## src/rtl/wb_port_arbiter.sv

```systemverilog
// wb_port_arbiter
// Shares the register file's single write port between in-order pipeline
// writeback (always wins) and out-of-order long-unit (mul/div) results.
// Long-unit results wait in a small FIFO and drain into idle write slots.
// Queued results overwritten by a younger pipeline write are marked dead
// and later popped without writing. A stall request is raised when the
// FIFO has been waiting too long for a free slot.

module wb_port_arbiter #(
    parameter int DEPTH      = 2,
    parameter int STARVE_MAX = 8
) (
    input  logic        clk,
    input  logic        rst,
    input  logic        pipe_we,
    input  logic [4:0]  pipe_waddr,
    input  logic [31:0] pipe_wdata,
    input  logic        lu_valid,
    output logic        lu_ready,
    input  logic [4:0]  lu_waddr,
    input  logic [31:0] lu_wdata,
    input  logic [4:0]  query_addr,
    output logic        query_busy,
    output logic        pipe_stall,
    output logic        rf_we,
    output logic [4:0]  rf_waddr,
    output logic [31:0] rf_wdata
);

    localparam int PTR_W  = (DEPTH > 1) ? $clog2(DEPTH) : 1;
    localparam int CNT_W  = PTR_W + 1;
    localparam int SCNT_W = $clog2(STARVE_MAX + 1);

    // FIFO storage: live flag, destination register, result
    logic        fifoLive [DEPTH];
    logic [4:0]  fifoAddr [DEPTH];
    logic [31:0] fifoData [DEPTH];

    logic [PTR_W-1:0]  rdPtr;
    logic [PTR_W-1:0]  wrPtr;
    logic [CNT_W-1:0]  count;
    logic [SCNT_W-1:0] starveCnt;
    logic [SCNT_W-1:0] starveNext;

    logic pipeWrite;
    logic fifoEmpty;
    logic fifoFull;
    logic doPush;
    logic doPop;
    logic pushLive;
    logic busyAny;

    logic [PTR_W-1:0] slotOffset [DEPTH];
    logic             slotUsed   [DEPTH];

    // Write-slot arbitration and FIFO handshake decode
    always_comb begin
        pipeWrite = pipe_we && (pipe_waddr != 5'd0);
        fifoEmpty = (count == '0);
        fifoFull  = (count == CNT_W'(DEPTH));
        doPush    = lu_valid && !fifoFull;
        // A pipeline write to r0 is dropped, so it leaves the slot free for a pop.
        doPop     = !pipeWrite && !fifoEmpty;
        // A same-cycle pipeline write to the same register is younger, so the
        // incoming long-unit result is dead on arrival.
        pushLive  = (lu_waddr != 5'd0) && !(pipe_we && (pipe_waddr == lu_waddr));
    end

    assign lu_ready = !fifoFull;

    // Occupancy of each physical slot, measured as distance from the head
    always_comb begin
        for (int i = 0; i < DEPTH; i++) begin
            slotOffset[i] = PTR_W'(i) - rdPtr;
            slotUsed[i]   = ({1'b0, slotOffset[i]} < count);
        end
    end

    // Hazard probe: any occupied, live entry targeting the queried register
    always_comb begin
        busyAny = 1'b0;
        for (int i = 0; i < DEPTH; i++) begin
            if (slotUsed[i] && fifoLive[i] && (fifoAddr[i] == query_addr)) begin
                busyAny = 1'b1;
            end
        end
        query_busy = busyAny && (query_addr != 5'd0);
    end

    // Starvation counter next value: saturating count of non-pop cycles while non-empty
    always_comb begin
        starveNext = starveCnt;
        if (fifoEmpty || doPop) begin
            starveNext = '0;
        end else if (starveCnt != SCNT_W'(STARVE_MAX)) begin
            starveNext = starveCnt + SCNT_W'(1);
        end
    end

    // FIFO payload write on enqueue
    // NOTE: payload storage has no reset; the occupancy count decides which slots are meaningful.
    always_ff @(posedge clk) begin
        if (doPush) begin
            fifoAddr[wrPtr] <= lu_waddr;
            fifoData[wrPtr] <= lu_wdata;
        end
    end

    // Live flags: cleared by younger pipeline writes, set on enqueue
    always_ff @(posedge clk or posedge rst) begin
        if (rst) begin
            for (int i = 0; i < DEPTH; i++) begin
                fifoLive[i] <= 1'b0;
            end
        end else begin
            for (int i = 0; i < DEPTH; i++) begin
                if (pipeWrite && (fifoAddr[i] == pipe_waddr)) begin
                    fifoLive[i] <= 1'b0;
                end
            end
            // The push slot is never occupied, so a kill above on it is irrelevant.
            if (doPush) begin
                fifoLive[wrPtr] <= pushLive;
            end
        end
    end

    // Pointers, occupancy, starvation state and stall request
    // NOTE: sequential state uses non-blocking assignments so every register samples pre-edge values.
    always_ff @(posedge clk or posedge rst) begin
        if (rst) begin
            rdPtr      <= '0;
            wrPtr      <= '0;
            count      <= '0;
            starveCnt  <= '0;
            pipe_stall <= 1'b0;
        end else begin
            if (doPush) begin
                wrPtr <= wrPtr + PTR_W'(1);
            end
            if (doPop) begin
                rdPtr <= rdPtr + PTR_W'(1);
            end
            case ({doPush, doPop})
                2'b10:   count <= count + CNT_W'(1);
                2'b01:   count <= count - CNT_W'(1);
                default: count <= count;
            endcase
            starveCnt  <= starveNext;
            pipe_stall <= (starveNext == SCNT_W'(STARVE_MAX));
        end
    end

    // Register-file write port: pipeline first, then a live FIFO head
    always_ff @(posedge clk or posedge rst) begin
        if (rst) begin
            rf_we    <= 1'b0;
            rf_waddr <= 5'd0;
            rf_wdata <= 32'd0;
        end else if (pipeWrite) begin
            rf_we    <= 1'b1;
            rf_waddr <= pipe_waddr;
            rf_wdata <= pipe_wdata;
        end else if (doPop && fifoLive[rdPtr]) begin
            rf_we    <= 1'b1;
            rf_waddr <= fifoAddr[rdPtr];
            rf_wdata <= fifoData[rdPtr];
        end else begin
            rf_we    <= 1'b0;
        end
    end

endmodule

```

## config.mk

```make
export PLATFORM = sky130hd
export DESIGN_NAME = wb_port_arbiter
export DESIGN_NICKNAME = d
export VERILOG_FILES = /design/src/rtl/wb_port_arbiter.sv
export SDC_FILE = /design/constraint.sdc
export NUM_CORES = 1
export LEC_CHECK = 0
export ABC_AREA = 0
export BUFFER_PORTS_ARGS = -buffer_cell sky130_fd_sc_hd__buf_4
export CAP_MARGIN = 25
export CORE_UTILIZATION = 30
export CTS_BUF_LIST = sky130_fd_sc_hd__clkbuf_8 sky130_fd_sc_hd__clkbuf_16
export CTS_CLUSTER_SIZE = 10
export DETAILED_ROUTE_END_ITERATION = 8
export HOLD_SLACK_MARGIN = 0.05
export PLACE_DENSITY = 0.6
export SLEW_MARGIN = 20
export SYNTH_ARGS = -nofsm -noshare
export SYNTH_HDL_FRONTEND = slang
export SYNTH_SLANG_ARGS = --single-unit
```

## constraint.sdc

```tcl
create_clock -name clk -period 4.67 [get_ports clk]
set_input_delay 0.2335 -clock clk [delete_from_list [all_inputs] [get_ports clk]]
set_output_delay 0.2335 -clock clk [all_outputs]
set_load 0.01 [all_outputs]
```

==> results.json, run 1 <==
{
  "status": "finished, final reports clean",
  "syn_to_final_growth_pct": 45.7,
  "path_max_fanout": 40,
  "die_w_um": 135,
  "tritoncts": "yes",
  "synthMuxAreaShare_pct": 15.3,
  "cts_sinks": 123,
  "crit_type": "flip-flop to flip-flop",
  "yosys_warnings": 0,
  "insertion_delay_ns": 0.41,
  "endpoint_kind": "flip-flop",
  "numCtsBuffers": 17,
  "worstMarginPinSlew_ns": 0.925,
  "grt_pass1_vias": 3942,
  "gp_congestion": 0.877,
  "synth_compound_area_share_pct": 4.99,
  "ir_drop_mv": 0.294,
  "core_area_um2": 17200,
  "synth_top_cell_by_area": "edfxtp_1",
  "syn_nets": 463,
  "synth-simple-area-share_pct": 6.34,
  "vias_per_cell": 4.54,
  "boundaryPins": 124,
  "grt_pass1_wl_mm": 19.7,
  "clock-root-buffer": "clkbuf_16",
  "finalCritPeriodShare_pct": 54.6,
  "netlist_instances": 377,
  "clk_pin_slew_ns": 0.05,
  "cp.arrival_ns": 2.82,
  "synth_flop_cell": "edfxtp_1",
  "layout-drive-gt1-share_pct": 34.6,
  "min_period_ns": 2.55,
  "drt_pass1_iterations": 4,
  "pwr-share-clk_pct": 28.5,
  "die-area_um2": 18200,
  "pwr-share-seq_pct": 39.9,
  "synth_fa_ha_area_share_pct": 0.709,
  "slew_headroom_pct": 38.4,
  "track_usage_pct": 14.4,
  "synth_seq_cells": 123,
  "p_int_w": 0.00300,
  "nets": 660,
  "grt_max_degree": 50,
  "avgSynthCellArea_um2": 14.0,
  "synth_top_family_by_area": "multiplexers",
  "wl_mm": 12.3,
  "finalSetupViolCount": 0,
  "cts_buffer_depth": 2,
  "worstSetupStartpointType": "flip-flop",
  "fmax_ghz": 0.392,
  "cts_setup_buffers": 0,
  "power_frac_comb_pct": 31.7,
  "initial_core_util_pct": 30.7,
  "yosysUniqueCellTypes": 32,
  "netlist_area_um2": 5290,
  "p_sw_share_pct": 30.6,
  "dp_hpwl_mm": 8.13,
  "vias": 3684,
  "drcViolationCount": 0,
  "yosys-top-cells-area": "edfxtp_1, dfrtp_1, mux2_2",
  "switchingPower_w": 0.00132,
  "die_y_um": 135,
  "final.setup_skew_ns": 0.00662,
  "synth_xor_area_share_pct": 5.30,
  "synth-seq-area-share_pct": 65.2,
  "hold_viol_final": 0,
  "antenna_left": 0,
  "min_path_type": "input port to flip-flop",
  "tns_ns": 0,
  "placementRows": 48,
  "drtIter0Drc": 141,
  "antenna_found_initial": 0,
  "rsz0062_at_grt": "false",
  "antenna_cells": 0,
  "overflow": 0,
  "ctsResizeCount": 0,
  "p_total_w": 0.00432,
  "slew_viol_final": 0,
  "synth_top_area_share_pct": 42.0,
  "p_per_area_nw_per_um2": 560,
  "cp.required_ns": 4.94,
  "h-tree-depth": 4,
  "p_leak_nw": 3.14,
  "portBuffers": 123,
  "post_drt_wl_per_cell_um": 15.1,
  "synth_edf_count": 74,
  "drv_cap": 0,
  "synthArstFlopShare_pct": 39.8
}
-- final cells by class --
class                   instances  area, um^2
fillers                      1556        9520
flip-flops and latches        123        3450
multi-input cells             230        1730
repair buffers                196        1660
clock buffers                  17         425
well taps                     225         282
clock inverters                15         135
inverters                       6        22.5
-- flip-flops by register name (all words and copies together), names as in the netlist --
name,cells
pipe_stall,1
fifoData,64
rdPtr,1
starveCnt,4
rf_wdata,32
fifoLive,2
wrPtr,1
rf_we,1
fifoAddr,10
rf_waddr,5
count,2
-- stage by stage --
step                hold WS, ns  std cells  setup slack, ns  instance area [um^2]  util [%]
finish                   0.0713        812             2.12                  7710      44.7
global route             0.0842        812             1.82                  7710      44.7
CTS                      0.0687        812             2.03                  7710      44.7
detailed placement        0.422        711             2.04                  6460      37.5
global placement          0.421        710             2.08                  6430      37.3
floorplan                 0.332        377             1.84                  5290         -
-- what timing repair did --
item                       in CTS  in global routing
hold buffers                   69                  0
hold endpoints to repair      154                  0
setup endpoints to repair       0                  0
-- path summary, 6_finish.rpt --
kind                            slack, ns      startpoint  cells after the start            to
worst min register to register       0.57     rf_wdata[3]                      2   rf_wdata[3]
min in group asynchronous            0.58             rst                      4  rf_wdata[19]
worst min-delay path                 0.07  pipe_wdata[27]                      3  rf_wdata[27]
max in group asynchronous            3.60             rst                      4         rdPtr
worst max-delay path                 2.12           rdPtr                      5   rf_waddr[0]
worst max register to register       2.12           rdPtr                      5   rf_waddr[0]
-- critical path, cell delays in order, from the launching register on --
cell	delay, ns
dfrtp_2	0.96
mux2i_1	0.27
nor2_4	0.26
buf_4	0.50
mux2i_1	0.26
o21ai_0	0.10
-- Yosys cell counts, types with 2 or more instances --
| cell | n |
|---|---|
| edfxtp_1 | 74 |
| inv_1 | 6 |
| nand4_1 | 3 |
| ha_1 | 3 |
| nor3_1 | 4 |
| nand3_1 | 5 |
| nand2_1 | 40 |
| buf_2 | 11 |
| a21oi_1 | 2 |
| o21ai_0 | 39 |
| or4_1 | 3 |
| mux2i_1 | 38 |
| clkbuf_1 | 5 |
| mux2_2 | 38 |
| xor2_1 | 15 |
| nor3b_1 | 2 |
| xnor2_1 | 17 |
| buf_6 | 2 |
| nor4_1 | 3 |
| nor2_4 | 2 |
| nor2_1 | 6 |
| dfrtp_1 | 49 |
-- placed cells by master (no fill, tap or decap), types with 3 or more instances in the layout --
cell type and instances:
dlygate4sd3_1 69, dfrtp_1 48, clkinv_2 5, xnor2_1 17
xor2_1 15, nand2_1 40, o21ai_0 39, mux2_2 38
clkinvlp_4 4, nor3_1 4, clkbuf_16 17, inv_1 6
nor4_1 3, edfxtp_1 74, nor2_4 3, nand4_1 3
mux2i_1 38, or4_1 3, buf_4 126, ha_1 3
nor2_1 5, nand3_1 5
-- cells by family (layout without fill, tap and decap cells) --
| group | after synthesis | count (layout) |
|---|---|---|
| buffers and inverters | 24 | 234 |
| and+or+nand+nor | 71 | 71 |
| AOI/OAI and AO/OA | 48 | 48 |
| adders and majority gates | 3 | 3 |
| DFF | 123 | 123 |
| muxes | 76 | 76 |
| xor gates and xnor gates | 32 | 32 |
-- power groups by stage --
stage	Sequential (W)	Clock, W	Combinational, W
2_1_floorplan	0.00169	0	0.000872
6_report	0.00172	0.00123	0.00137
3_5_place_dp	0.00175	0	0.00134
5_1_grt	0.00177	0.00130	0.00150
4_1_cts	0.00173	0.00126	0.00139
3_3_place_gp	0.00174	0	0.00129
-- routing by layer --
layer / track usage (%) / wire length [um] / part of all wire, % / vias up
li1: - / - / - / 1771
met5: 0 / 0 / 0 / -
met2: 24.8 / 6070 / 49 / 108
met1: 17.5 / 5410 / 44 / 1786
met4: 5.93 / 227 / 1.8 / 0
met3: 3.23 / 572 / 4.7 / 19
Power figures use the tool's default switching activity.
==> run 2: changes to the inputs <==
PLACE_DENSITY = 0.61   (was 0.6)
clock period = 2.3 ns   (was 4.67 ns; I/O delays follow)
==> run 2 against run 1 <==
Against the previous run: combinational power grew 120%; global-route usage up 0.18 points; wire length increased by 1.4%; critical endpoint is now count[1]; largest cell class unchanged; largest power group unchanged.
==> results.json, run 2 (same netlist as run 1, synthesis figures left out) <==
{
  "syn_to_final_growth_pct": 49.4,
  "die-area_um2": 18200,
  "cp_num_buf_inv": 2,
  "cts_setup_buffers": 0,
  "min_period_ns": 1.98,
  "dp_hpwl_mm": 8.46,
  "cpLargestDelayFamily": "simple AND/OR/NAND/NOR gates",
  "tritoncts": "yes",
  "crit_type": "input port to flip-flop",
  "worstPathCellList": "dlygate4sd3_1, buf_4, or4_1, o21a_2, nor2_4, ha_1, nor2_1, xor2_1",
  "nets": 680,
  "die_y_um": 135,
  "gp_congestion": 0.881,
  "min_path_type": "input port to async pin",
  "placementRows": 48,
  "worstSetupStartpointType": "input port",
  "wl_mm": 12.5,
  "fmax_ghz": 0.506,
  "drtIter0Drc": 111,
  "layout_commonest_cell": "buf_4",
  "fill_cells": 1552,
  "r2r-start": "rdPtr",
  "drv_cap": 0,
  "p_leak_nw": 3.25,
  "worstMarginPinSlew_ns": 0.403,
  "r2r_setup_slack_ns": 0.50,
  "overflow": 0,
  "rsz0062_at_grt": "false",
  "grt_pass1_wl_mm": 19.9,
  "final.setup_skew_ns": 0.00854,
  "tns_ns": 0,
  "h-tree-depth": 4,
  "status": "finished, final reports clean",
  "core_area_um2": 17200,
  "drcViolationCount": 0,
  "hold_viol_final": 0,
  "vias": 3759,
  "die_w_um": 135,
  "post_drt_wl_per_cell_um": 15.0,
  "layout_common_cells": "buf_4, dlygate4sd3_1, edfxtp_1, dfrtp_1, nand2_1",
  "critical_path_cell_count": 8,
  "path_max_fanout": 5,
  "antenna_left": 0,
  "ctsResizeCount": 0,
  "grt_max_degree": 39,
  "r2r_end": "rf_wdata[7]",
  "p_per_area_nw_per_um2": 1140,
  "layout-drive-gt1-share_pct": 35.3,
  "grt_pass1_vias": 4070,
  "crit_slowest_cell": "or4_1",
  "cp-endpoint": "count[1]",
  "portBuffers": 123,
  "numCtsBuffers": 17,
  "reg2regPathDepth": 5,
  "final.setup.worst_slack_ns": 0.324,
  "insertion_delay_ns": 0.41,
  "initial_core_util_pct": 30.7,
  "drt_pass1_iterations": 5,
  "track_usage_pct": 14.6,
  "slew_viol_final": 0,
  "max_stage_delay_ns": 0.56,
  "finalCritPeriodShare_pct": 85.9,
  "top_register": "fifoData",
  "slew_headroom_pct": 72.4,
  "largest_reg_flops": 64,
  "cts_sinks": 123,
  "vias_per_cell": 4.52,
  "cp.arrival_ns": 2.30,
  "antenna_cells": 0,
  "cp.required_ns": 2.63,
  "finalSetupViolCount": 0,
  "dp_worst_setup_slack_ns": 0.485,
  "ir_drop_mv": 0.622,
  "top_regs": "fifoData: 64 flops, rf_wdata: 32 flops, fifoAddr: 10 flops",
  "antenna_found_initial": 0,
  "clock-root-buffer": "clkbuf_16",
  "clk_pin_slew_ns": 0.05,
  "boundaryPins": 124,
  "cts_buffer_depth": 2,
  "cp-startpoint": "pipe_waddr[3]",
  "endpoint_kind": "flip-flop"
}
[run 2: cell count changes in the layout (fill, tap and decap cells not counted), sizes merged]
cell | previous run | this run
clkinv | 7 | 6
clkinvlp | 4 | 1
clkbuf | 17 | 21
dlygate4sd3 | 69 | 80
buf | 127 | 136
[run 2: timing repair]
action	4_1_cts	5_1_grt
hold buffers	80	0
endpoints found under the setup margin	0	0
hold endpoints to repair	160	0
[run 2: power breakdown]
part	internal (W)	total (W)	switching [W]
logic	0.00153	0.00298	0.00145
clock network	0.00170	0.00263	0.000928
registers	0.00303	0.00339	0.000360
[run 2: metrics by stage]
stage	utilization [%]	hold WS, ns	instances	area, um^2	power [W]
2_1_floorplan	-	0.214	377	5300	0.00521
3_3_place_gp	37.8	0.00718	720	6510	0.00625
3_5_place_dp	37.8	0.00526	720	6510	0.00635
4_1_cts	45.9	0.131	832	7910	0.00913
5_1_grt	45.9	0.132	832	7910	0.00951
6_report	45.9	0.146	832	7910	0.00900
[run 2: area by class of cell]
cell class | count | area (um^2) | share of cell area (%)
Sequential cell | 123 | 3450 | 43.6
Timing Repair Buffer | 216 | 1820 | 23.0
Multi-Input combinational cell | 230 | 1730 | 21.9
Clock buffer | 21 | 480 | 6.08
Tap cell | 225 | 282 | 3.56
Clock inverter | 11 | 118 | 1.49
Inverter | 6 | 22.5 | 0.285
[run 2: how the worst min path moves through the flow]
stage | endpoint | cells after the start
detailed placement | pipe_stall | 2
finish | wrPtr | 3
CTS | wrPtr | 3
global route | rf_we | 3
global placement | rf_we | 2
floorplan | fifoAddr[0][0] | 0
[run 2: worst register-to-register path, delay by kind of cell (launching register included)]
family / cells / cell delay [ns]
buffers and inverters: 1 / 0.36
AOI/OAI and AO/OA: 1 / 0.11
and+or+nand+nor: 1 / 0.13
muxes: 2 / 0.50
DFF: 1 / 0.57
[run 2: routing by layer]
layer  GRT usage, %  up-vias  wire length (um)
met5              0        -                 0
met4           6.12        0               173
met3           4.09       16               605
met2           26.1      117              6450
met1           16.3     1817              5230
li1               -     1809                 -
